`config.mk`:
```
export PLATFORM = sky130hd
export DESIGN_NAME = xdma
export DESIGN_NICKNAME = d
export VERILOG_FILES = /design/src/rtl/xdma_pkg.sv /design/src/rtl/xdma.sv
export SDC_FILE = /design/constraint.sdc
export NUM_CORES = 1
export LEC_CHECK = 0
export CORE_AREA = 2 2 118 120
export DETAILED_ROUTE_END_ITERATION = 10
export DIE_AREA = 0 0 120 122
export PLACE_DENSITY = 0.87
export REMOVE_ABC_BUFFERS = 1
export SETUP_SLACK_MARGIN = 0.2
export SLEW_MARGIN = 5
export SYNTH_ARGS = -nofsm -noshare
export SYNTH_HDL_FRONTEND = slang
export SYNTH_SLANG_ARGS = --single-unit
```
`constraint.sdc`:
```
create_clock -name clk -period 3 [get_ports clk]
set_input_delay 0.45 -clock clk [delete_from_list [all_inputs] [get_ports clk]]
set_output_delay 0.45 -clock clk [all_outputs]
set_load 0.03 [all_outputs]
```
`src/rtl/xdma_pkg.sv`:
```
// Shared definitions for the xdma RAM <-> external-bus DMA initiator:
// register indices, CTRL/STATUS bit positions and FSM state encoding.
package xdma_pkg;

  localparam logic [2:0] REG_INT_ADDR = 3'd0;
  localparam logic [2:0] REG_EXT_ADDR = 3'd1;
  localparam logic [2:0] REG_LEN      = 3'd2;
  localparam logic [2:0] REG_CTRL     = 3'd3;
  localparam logic [2:0] REG_STATUS   = 3'd4;

  localparam int CTRL_START    = 0;
  localparam int CTRL_DIR      = 1;
  localparam int CTRL_IRQ_MASK = 2;

  localparam int STAT_BUSY = 0;
  localparam int STAT_DONE = 1;

  typedef enum logic [2:0] {
    S_IDLE     = 3'd0,
    S_START    = 3'd1,
    S_RD_INT   = 3'd2,
    S_WAIT_INT = 3'd3,
    S_EXT_WR   = 3'd4,
    S_EXT_RD   = 3'd5,
    S_WR_INT   = 3'd6,
    S_NEXT     = 3'd7
  } state_t;

endpackage

```
`src/rtl/xdma.sv`:
```
// DMA initiator moving LEN words between the shared RAM data port and an external req/ack bus.
// Optional build macro XDMA_IRQ_EN adds the irq output and the CTRL bit2 interrupt mask.
module xdma
  import xdma_pkg::*;
#(
  parameter int MEM_AW = 12,
  parameter int DATA_W = 32,
  parameter int EXT_AW = 32,
  parameter int LEN_W  = 12
) (
  input  logic              clk,
  input  logic              rst,
  input  logic              ctrl_sel,
  input  logic              ctrl_we,
  input  logic [2:0]        ctrl_addr,
  input  logic [DATA_W-1:0] ctrl_data_in,
  output logic [DATA_W-1:0] ctrl_data_out,
  input  logic              mem_busy,
  output logic              dma_sel,
  output logic              dma_we,
  output logic [MEM_AW-1:0] dma_addr,
  output logic [DATA_W-1:0] dma_data_in,
  input  logic [DATA_W-1:0] dma_data_out,
  output logic              ext_req,
  output logic              ext_we,
  output logic [EXT_AW-1:0] ext_addr,
  output logic [DATA_W-1:0] ext_wdata,
  input  logic [DATA_W-1:0] ext_rdata,
  input  logic              ext_ack
`ifdef XDMA_IRQ_EN
  ,
  output logic              irq
`endif
);

  state_t              r_state;
  state_t              w_next;
  logic [MEM_AW-1:0]   r_int_addr;
  logic [EXT_AW-1:0]   r_ext_addr;
  logic [LEN_W-1:0]    r_len;
  logic                r_dir;
  logic                r_done;
  logic [DATA_W-1:0]   r_buf;
  logic [DATA_W-1:0]   r_rdata;
  logic [DATA_W-1:0]   w_rdata;
  logic                w_busy;
  logic                w_wr;
  logic                w_rd;
  logic                w_start;
  logic                w_last;
  logic                w_unused;

  assign w_busy   = (r_state != S_IDLE);
  assign w_wr     = ctrl_sel & ctrl_we;
  assign w_rd     = ctrl_sel & ~ctrl_we;
  assign w_start  = w_wr && (ctrl_addr == REG_CTRL) && ctrl_data_in[CTRL_START] && !w_busy;
  assign w_last   = (r_state == S_NEXT) && (r_len == LEN_W'(1));
  assign w_unused = ^ctrl_data_in;

  // The single data buffer carries the word toward whichever side is written next.
  assign dma_addr      = r_int_addr;
  assign dma_data_in   = r_buf;
  assign ext_addr      = r_ext_addr;
  assign ext_wdata     = r_buf;
  assign ctrl_data_out = r_rdata;

`ifdef XDMA_IRQ_EN
  logic r_mask;
  assign irq = r_done & r_mask;
`endif

  always_ff @(posedge clk) begin
    if (rst) r_state <= S_IDLE;
    else     r_state <= w_next;
  end

  always_comb begin
    w_next  = r_state;
    dma_sel = 1'b0;
    dma_we  = 1'b0;
    ext_req = 1'b0;
    ext_we  = 1'b0;
    case (r_state)
      S_IDLE:     if (w_start && (r_len != '0)) w_next = S_START;
      S_START:    w_next = r_dir ? S_RD_INT : S_EXT_RD;
      S_RD_INT: begin
        dma_sel = 1'b1;
        if (!mem_busy) w_next = S_WAIT_INT;
      end
      S_WAIT_INT: w_next = S_EXT_WR;
      S_EXT_WR: begin
        ext_req = 1'b1;
        ext_we  = 1'b1;
        if (ext_ack) w_next = S_NEXT;
      end
      S_EXT_RD: begin
        ext_req = 1'b1;
        if (ext_ack) w_next = S_WR_INT;
      end
      S_WR_INT: begin
        dma_sel = 1'b1;
        dma_we  = 1'b1;
        if (!mem_busy) w_next = S_NEXT;
      end
      S_NEXT:     w_next = w_last ? S_IDLE : (r_dir ? S_RD_INT : S_EXT_RD);
      default:    w_next = S_IDLE;
    endcase
  end

  always_comb begin
    w_rdata = '0;
    case (ctrl_addr)
      REG_INT_ADDR: w_rdata = DATA_W'(r_int_addr);
      REG_EXT_ADDR: w_rdata = DATA_W'(r_ext_addr);
      REG_LEN:      w_rdata = DATA_W'(r_len);
      REG_CTRL: begin
        w_rdata[CTRL_DIR] = r_dir;
`ifdef XDMA_IRQ_EN
        w_rdata[CTRL_IRQ_MASK] = r_mask;
`endif
      end
      REG_STATUS: begin
        w_rdata[STAT_BUSY] = w_busy;
        w_rdata[STAT_DONE] = r_done;
      end
      default:    w_rdata = '0;
    endcase
  end

  always_ff @(posedge clk) begin
    if (rst) begin
      r_int_addr <= '0;
      r_ext_addr <= '0;
      r_len      <= '0;
      r_dir      <= 1'b0;
      r_done     <= 1'b0;
      r_buf      <= '0;
      r_rdata    <= '0;
`ifdef XDMA_IRQ_EN
      r_mask     <= 1'b0;
`endif
    end else begin
      if (w_wr && !w_busy) begin
        case (ctrl_addr)
          REG_INT_ADDR: r_int_addr <= ctrl_data_in[MEM_AW-1:0];
          REG_EXT_ADDR: r_ext_addr <= ctrl_data_in[EXT_AW-1:0];
          REG_LEN:      r_len      <= ctrl_data_in[LEN_W-1:0];
          REG_CTRL:     r_dir      <= ctrl_data_in[CTRL_DIR];
          default:      ;
        endcase
      end
`ifdef XDMA_IRQ_EN
      if (w_wr && (ctrl_addr == REG_CTRL)) r_mask <= ctrl_data_in[CTRL_IRQ_MASK];
`endif
      if (r_state == S_WAIT_INT)            r_buf <= dma_data_out;
      if ((r_state == S_EXT_RD) && ext_ack) r_buf <= ext_rdata;
      if (r_state == S_NEXT) begin
        r_int_addr <= r_int_addr + MEM_AW'(1);
        r_ext_addr <= r_ext_addr + EXT_AW'(1);
        r_len      <= r_len - LEN_W'(1);
      end
      // Completion outranks a same-cycle STATUS write so a finish is never lost.
      if ((w_start && (r_len == '0)) || w_last)     r_done <= 1'b1;
      else if (w_wr && (ctrl_addr == REG_STATUS))   r_done <= 1'b0;
      if (w_rd) r_rdata <= w_rdata;
    end
  end

endmodule

```
==> After elaboration in Yosys (flattened, before gate mapping) <==
Cells that the tools add are included.
{ "totals": {"ff_bits": 125, "inputBits": 105, "output_inout_bits": 144, "wordCells": 88} }
{ "op_classes": {"addsub": 3, "eq_ne": 17, "mux": 28, "n_bitwise": 3, "reduce_logical": 29} }
{ "ops": {"columns": ["cell", "n"], "rows": [
  ["$mux W32", 5],
  ["$pmux W30 S3", 1],
  ["$mux W12", 6],
  ["$add A32 B1 Y32 const B", 1],
  ["$pmux W3 S8", 1],
  ["$mux W3", 7],
  ["$eq A3 B3 Y1 const B", 5],
  ["$add A12 B1 Y12 const B", 1],
  ["$eq A12 B1 Y1 const B", 1],
  ["$eq A3 B2 Y1 const B", 4],
  ["$logic_not A12 Y1", 1],
  ["$reduce_bool A12 Y1", 1],
  ["$reduce_bool A2 Y1", 6],
  ["$sub A12 B1 Y12 const B", 1],
  ["$ne A2 B2 Y1 const B", 5],
  ["$logic_and A1 B1 Y1", 9],
  ["$reduce_and A2 Y1", 4],
  ["$eq A3 B1 Y1 const B", 2],
  ["$logic_not A3 Y1", 2],
  ["$mux W1", 6],
  ["$pmux W1 S5", 1],
  ["$reduce_and A5 Y1", 1],
  ["$pmux W1 S4", 1],
  ["$reduce_or A2 Y1", 2],
  ["other kinds (5)", 6]
]} }

==> Depth between registers and ports, before layout <==
Gate-level depths: netlist of the first run.
{ "logic_depth": {"depth_word": 7, "depth_mapped": 8, "mapped_depth_nobuf": 6} }

==> Worst setup path after synthesis of the first run <==
OpenSTA, ideal clock, no wires.
{ "synth_timing": {"kind": "reg2reg", "from": "register r_ext_addr[12] (netlist: ext_addr[12])", "to": "register r_ext_addr[21] (netlist: ext_addr[21])", "setup_time_ns": 0.088, "t_arrival_ns": 1.931, "required_time_ns": 2.912, "path_slack_ns": 0.981, "stages_incl_launch_ff": 6, "n_path_buf": 0, "synth_period_minus_slack_ns": 2.019, "cell_sequence": "dfxtp_1 -> nand4_2 -> or4_4 -> nor4_1 -> nor3_1 -> nor4_2"} }
{ "synth_between": {"elab_chain_len": 2} }
{ "synth_rtl": {"columns": ["element", "line_no", "text"], "rows": [
  ["start, declared", "xdma.sv:39", "logic [EXT_AW-1:0] r_ext_addr;"],
  ["start signal, assigned", "xdma.sv:146", "REG_EXT_ADDR: r_ext_addr <= ctrl_data_in[EXT_AW-1:0];"],
  ["start signal, assigned", "xdma.sv:159", "r_ext_addr <= r_ext_addr + EXT_AW'(1);"],
  ["$add A32 B1 Y32", "xdma.sv:159", null],
  ["$mux W32", "xdma.sv:157", "if (r_state == S_NEXT) begin"]
]} }
Every way passes these cells.
A chain may end at the register's enable or synchronous reset.

==> Worst setup path in the final report of the first run <==
{ "layout_timing": {"from": "register r_state[1]", "to": "output dma_we"} }
{ "layout_between": {"elab_chain_len": 2} }
{ "layout_rtl": {"columns": ["element", "line_no", "text"], "rows": [
  ["start, declared", "xdma.sv:36", "state_t r_state;"],
  ["start signal, assigned", "xdma.sv:74", "else r_state <= w_next;"],
  ["$eq A3 B3 Y1", "xdma.sv:83", "case (r_state)"],
  ["$mux W1", "xdma.sv:83", null],
  ["end, declared", "xdma.sv:20", "output logic dma_we,"]
]} }
Every way passes these cells.

==> summary.json, run 1 <==
{
  "p_leak_nw": 3.10,
  "mappedNetlistArea_sq_um": 6340,
  "design.die.area_sq_um": 14600,
  "syn-instance-count": 783,
  "synth-seq-cells": 125,
  "row_count": 43,
  "worst-endpoint-arrival_ps": 2110,
  "htree_levels": 4,
  "synth.yosys.seq_area_share_pct": 39.5,
  "horizontal_extent_of_the_die_microns": 120,
  "seq_area_sq_um": 2500,
  "synth.distinct_cells": 60,
  "worst_setup_path_end_kind": "primary output",
  "ctsRootBufferMaster": "sky130_fd_sc_hd__clkbuf_16",
  "min_path_cells": 2,
  "num-nets-final": 1095,
  "leading_cell_types_in_the_layout_fill_and_taps_excluded": "sky130_fd_sc_hd__clkdlybuf4s50_1 (247), sky130_fd_sc_hd__dfxtp_1 (125), sky130_fd_sc_hd__nand2_1 (91), sky130_fd_sc_hd__a21oi_1 (78), sky130_fd_sc_hd__nor2_1 (72)",
  "pre_cts_setup_slack_ps": 407,
  "critPathMaxFanout": 13,
  "drt_iter0_drc": 602,
  "routed-via-count": 6921,
  "multi_input_area_sq_um": 3340,
  "drt_drc_violations_left": 0,
  "drv.max_cap_violation_count": 0,
  "pin_count": 249,
  "power_density_nw_per_um2": 496,
  "max_slew_margin_pct": 36.7,
  "post-dp-hpwl_microns": 16400,
  "final_common_cell": "sky130_fd_sc_hd__clkdlybuf4s50_1",
  "layout.filler_cells": 1110,
  "areaGrowthSynthToFinish_pct": 46.2,
  "dominantRegCellSynth": "sky130_fd_sc_hd__dfxtp_1",
  "grt_max_degree": 61,
  "postCtsSetupRepairBufs": 0,
  "startpoint_of_the_lowest_slack_register_to_register_path": "r_state[1]",
  "hp-class": "flop to flop",
  "tritoncts_clock_tree": "built",
  "post_cts_resize_count": 0,
  "hold_path.startpoint": "ctrl_data_out[0]",
  "gp_congestion": 0.908,
  "via_per_inst": 5.88,
  "worst-slew-pin-transition_ps": 949,
  "clock.fmax_mhz": 391,
  "whs_endpoint": "ctrl_data_out[0]",
  "setup.worst_path.start_class": "flop",
  "die_y_microns": 122,
  "grt_setup_unrepaired": "no",
  "grt-ovfl-total": 0,
  "asyncSetResetFlopFracSynth_pct": 0,
  "wl_microns": 22300,
  "combined_global_route_utilization_of_all_metal_layers_pct": 30.0,
  "worst_hold_slack_ps": 456,
  "cts-hold-fix-buffers": 0,
  "r2r-end": "ext_addr[17]",
  "timing.final.crit_period_ps": 2560,
  "max_transition_viols_final": 0,
  "antenna_left": 0,
  "initial_core_util_pct": 46.9,
  "clkSlewWorstSetupHoldPaths_ps": 50,
  "worstSetupPathType": "flop to primary output",
  "grt_pass1_wl_microns": 34200,
  "port-buffer-count": 248,
  "final.setup.tns_ps": 0,
  "avgSynthCellArea_sq_um": 8.10,
  "status": "completed",
  "fp.coreArea_sq_um": 13500,
  "clock-skew-final_ps": 5.73,
  "clock_sinks": 125,
  "hold_viol_final": 0,
  "clock_path_buffers": 2,
  "tritoncts.num_buffers": 17,
  "drt-wirelength-per-cell_microns": 19.0,
  "finalSetupViolations": 0,
  "fin_ws_ps": 440,
  "worstPathRequired_ps": 2550,
  "timing.reg2reg.setup_slack_ps": 710,
  "synth-edff-count": 0,
  "worstSkewPairLatency_ps": 410,
  "layout_worst_path_cycle_share_pct": 85.3,
  "fraction_of_layout_instances_using_a_drive_strength_above_1_pct": 7.55,
  "initial_antenna_violation_count": 3,
  "drt-pass1-iter-count": 5,
  "synthesis_warning_total": 0,
  "worst_r2r_path_depth": 5,
  "worst_ir_drop_vdd_uv": 371,
  "grt_pass1_vias": 6406
}
## state kept, by name, summed over array words and instances (netlist names)
register / cells
ctrl_data_out: 32
dma_addr: 12
dma_data_in: 32
ext_addr: 32
r_dir: 1
r_done: 1
r_len: 12
r_state: 3
## stage by stage
step	utilization, %	power, mW	std cells	instance area [sq um]
detailed placement	64.8	2.82	1146	8750
global route	68.7	4.78	1177	9270
global placement	64.8	2.80	1146	8750
CTS	68.6	4.62	1174	9260
floorplan	-	2.31	697	5870
finish	68.7	4.60	1177	9270
## area by class of cell
cell class | instances | share of cell area [%]
flip-flops and latches | 125 | 27.0
diodes | 3 | 0.0810
well taps | 180 | 2.43
multi-input cells | 561 | 36.0
repair buffers | 269 | 28.6
clock inverters | 2 | 0.108
inverters | 11 | 0.445
clock buffers | 26 | 5.38
## logic make-up (layout without fill, tap and decap cells)
family	count (synthesis)	count (layout)	share of synthesized area [%]
AO/OA/AOI/OAI	239	239	24.9
XOR/XNOR	2	2	0.276
adder cells (fa/ha/maj)	5	5	0.987
buffers and inverters	97	308	8.07
flip-flops	125	125	39.5
multiplexers	18	18	3.02
other	0	3	0
AND/OR/NAND/NOR	297	297	23.3
## critical path, stage by stage (launching register included)
cell	delay [ps]
sky130_fd_sc_hd__dfxtp_1	580
sky130_fd_sc_hd__nor2b_1	270
sky130_fd_sc_hd__and2_1	150
sky130_fd_sc_hd__clkdlybuf4s50_1	700
## Yosys cell counts, drive strengths merged, types with 2 or more instances
library cell,n,area [sq um]
dfxtp,125,2500
nand2,94,360
a21oi,78,390
nor2,75,284
a22oi,68,510
clkbuf,44,165
buf,42,305
nand3,37,190
nor3,24,143
o21ai,23,115
a211oi,16,130
nand4,13,93.8
a31oi,12,75.1
mux2i,12,120
inv,11,41.3
or3,11,73.8
a311oi,9,78.8
nor4,9,92.6
and2,7,43.8
and3,7,43.8
a2bb2oi,6,52.6
mux2,6,71.3
o211ai,6,45.0
ha,5,62.6
nand3b,4,30.0
o311ai,4,35.0
a41oi,3,26.3
nand2b,3,18.8
o22ai,3,18.8
or2,3,18.8
or4,3,30.0
a211o,2,17.5
a32oi,2,17.5
and3b,2,17.5
and4,2,17.5
nor2b,2,12.5
xor2,2,17.5
## layer usage
metal | share of wire [%] | track usage [%] | wire, microns | vias to the layer above
li1 | - | - | - | 3257
met1 | 38 | 35.7 | 8560 | 3222
met2 | 48 | 49.6 | 10800 | 392
met3 | 9.3 | 7.30 | 2070 | 50
met4 | 4.1 | 17.0 | 924 | 0
met5 | 0 | 0 | 0 | -
## how the worst max path moves through the flow
| stage | startpoint | end | slack, ps | depth (start not counted) |
|---|---|---|---|---|
| 3_5_place_dp | ctrl_addr[1] | ext_addr[15] | 410 | 6 |
| 2_1_floorplan | r_state[1] | dma_data_in[0] | 300 | 6 |
| 3_3_place_gp | ctrl_addr[1] | ext_addr[15] | 450 | 6 |
| 4_1_cts | r_state[1] | dma_we | 440 | 3 |
| 5_1_grt | r_state[1] | dma_we | 290 | 3 |
| 6_report | r_state[1] | dma_we | 440 | 3 |
## report_power, final
part	switching, mW	internal [mW]	leakage, nW
clock network	0.687	1.12	0.252
logic	0.534	0.429	1.84
registers	0.0960	1.73	1.01
total	1.32	3.28	3.10
Note: power is estimated with default switching activity, not from simulation.
==> inputs of run 2 (changes only) <==
TNS_END_PERCENT = 30   (was default)
==> results of run 2 <==
The final DEF is identical to that of run 1; final timing and power are the same.
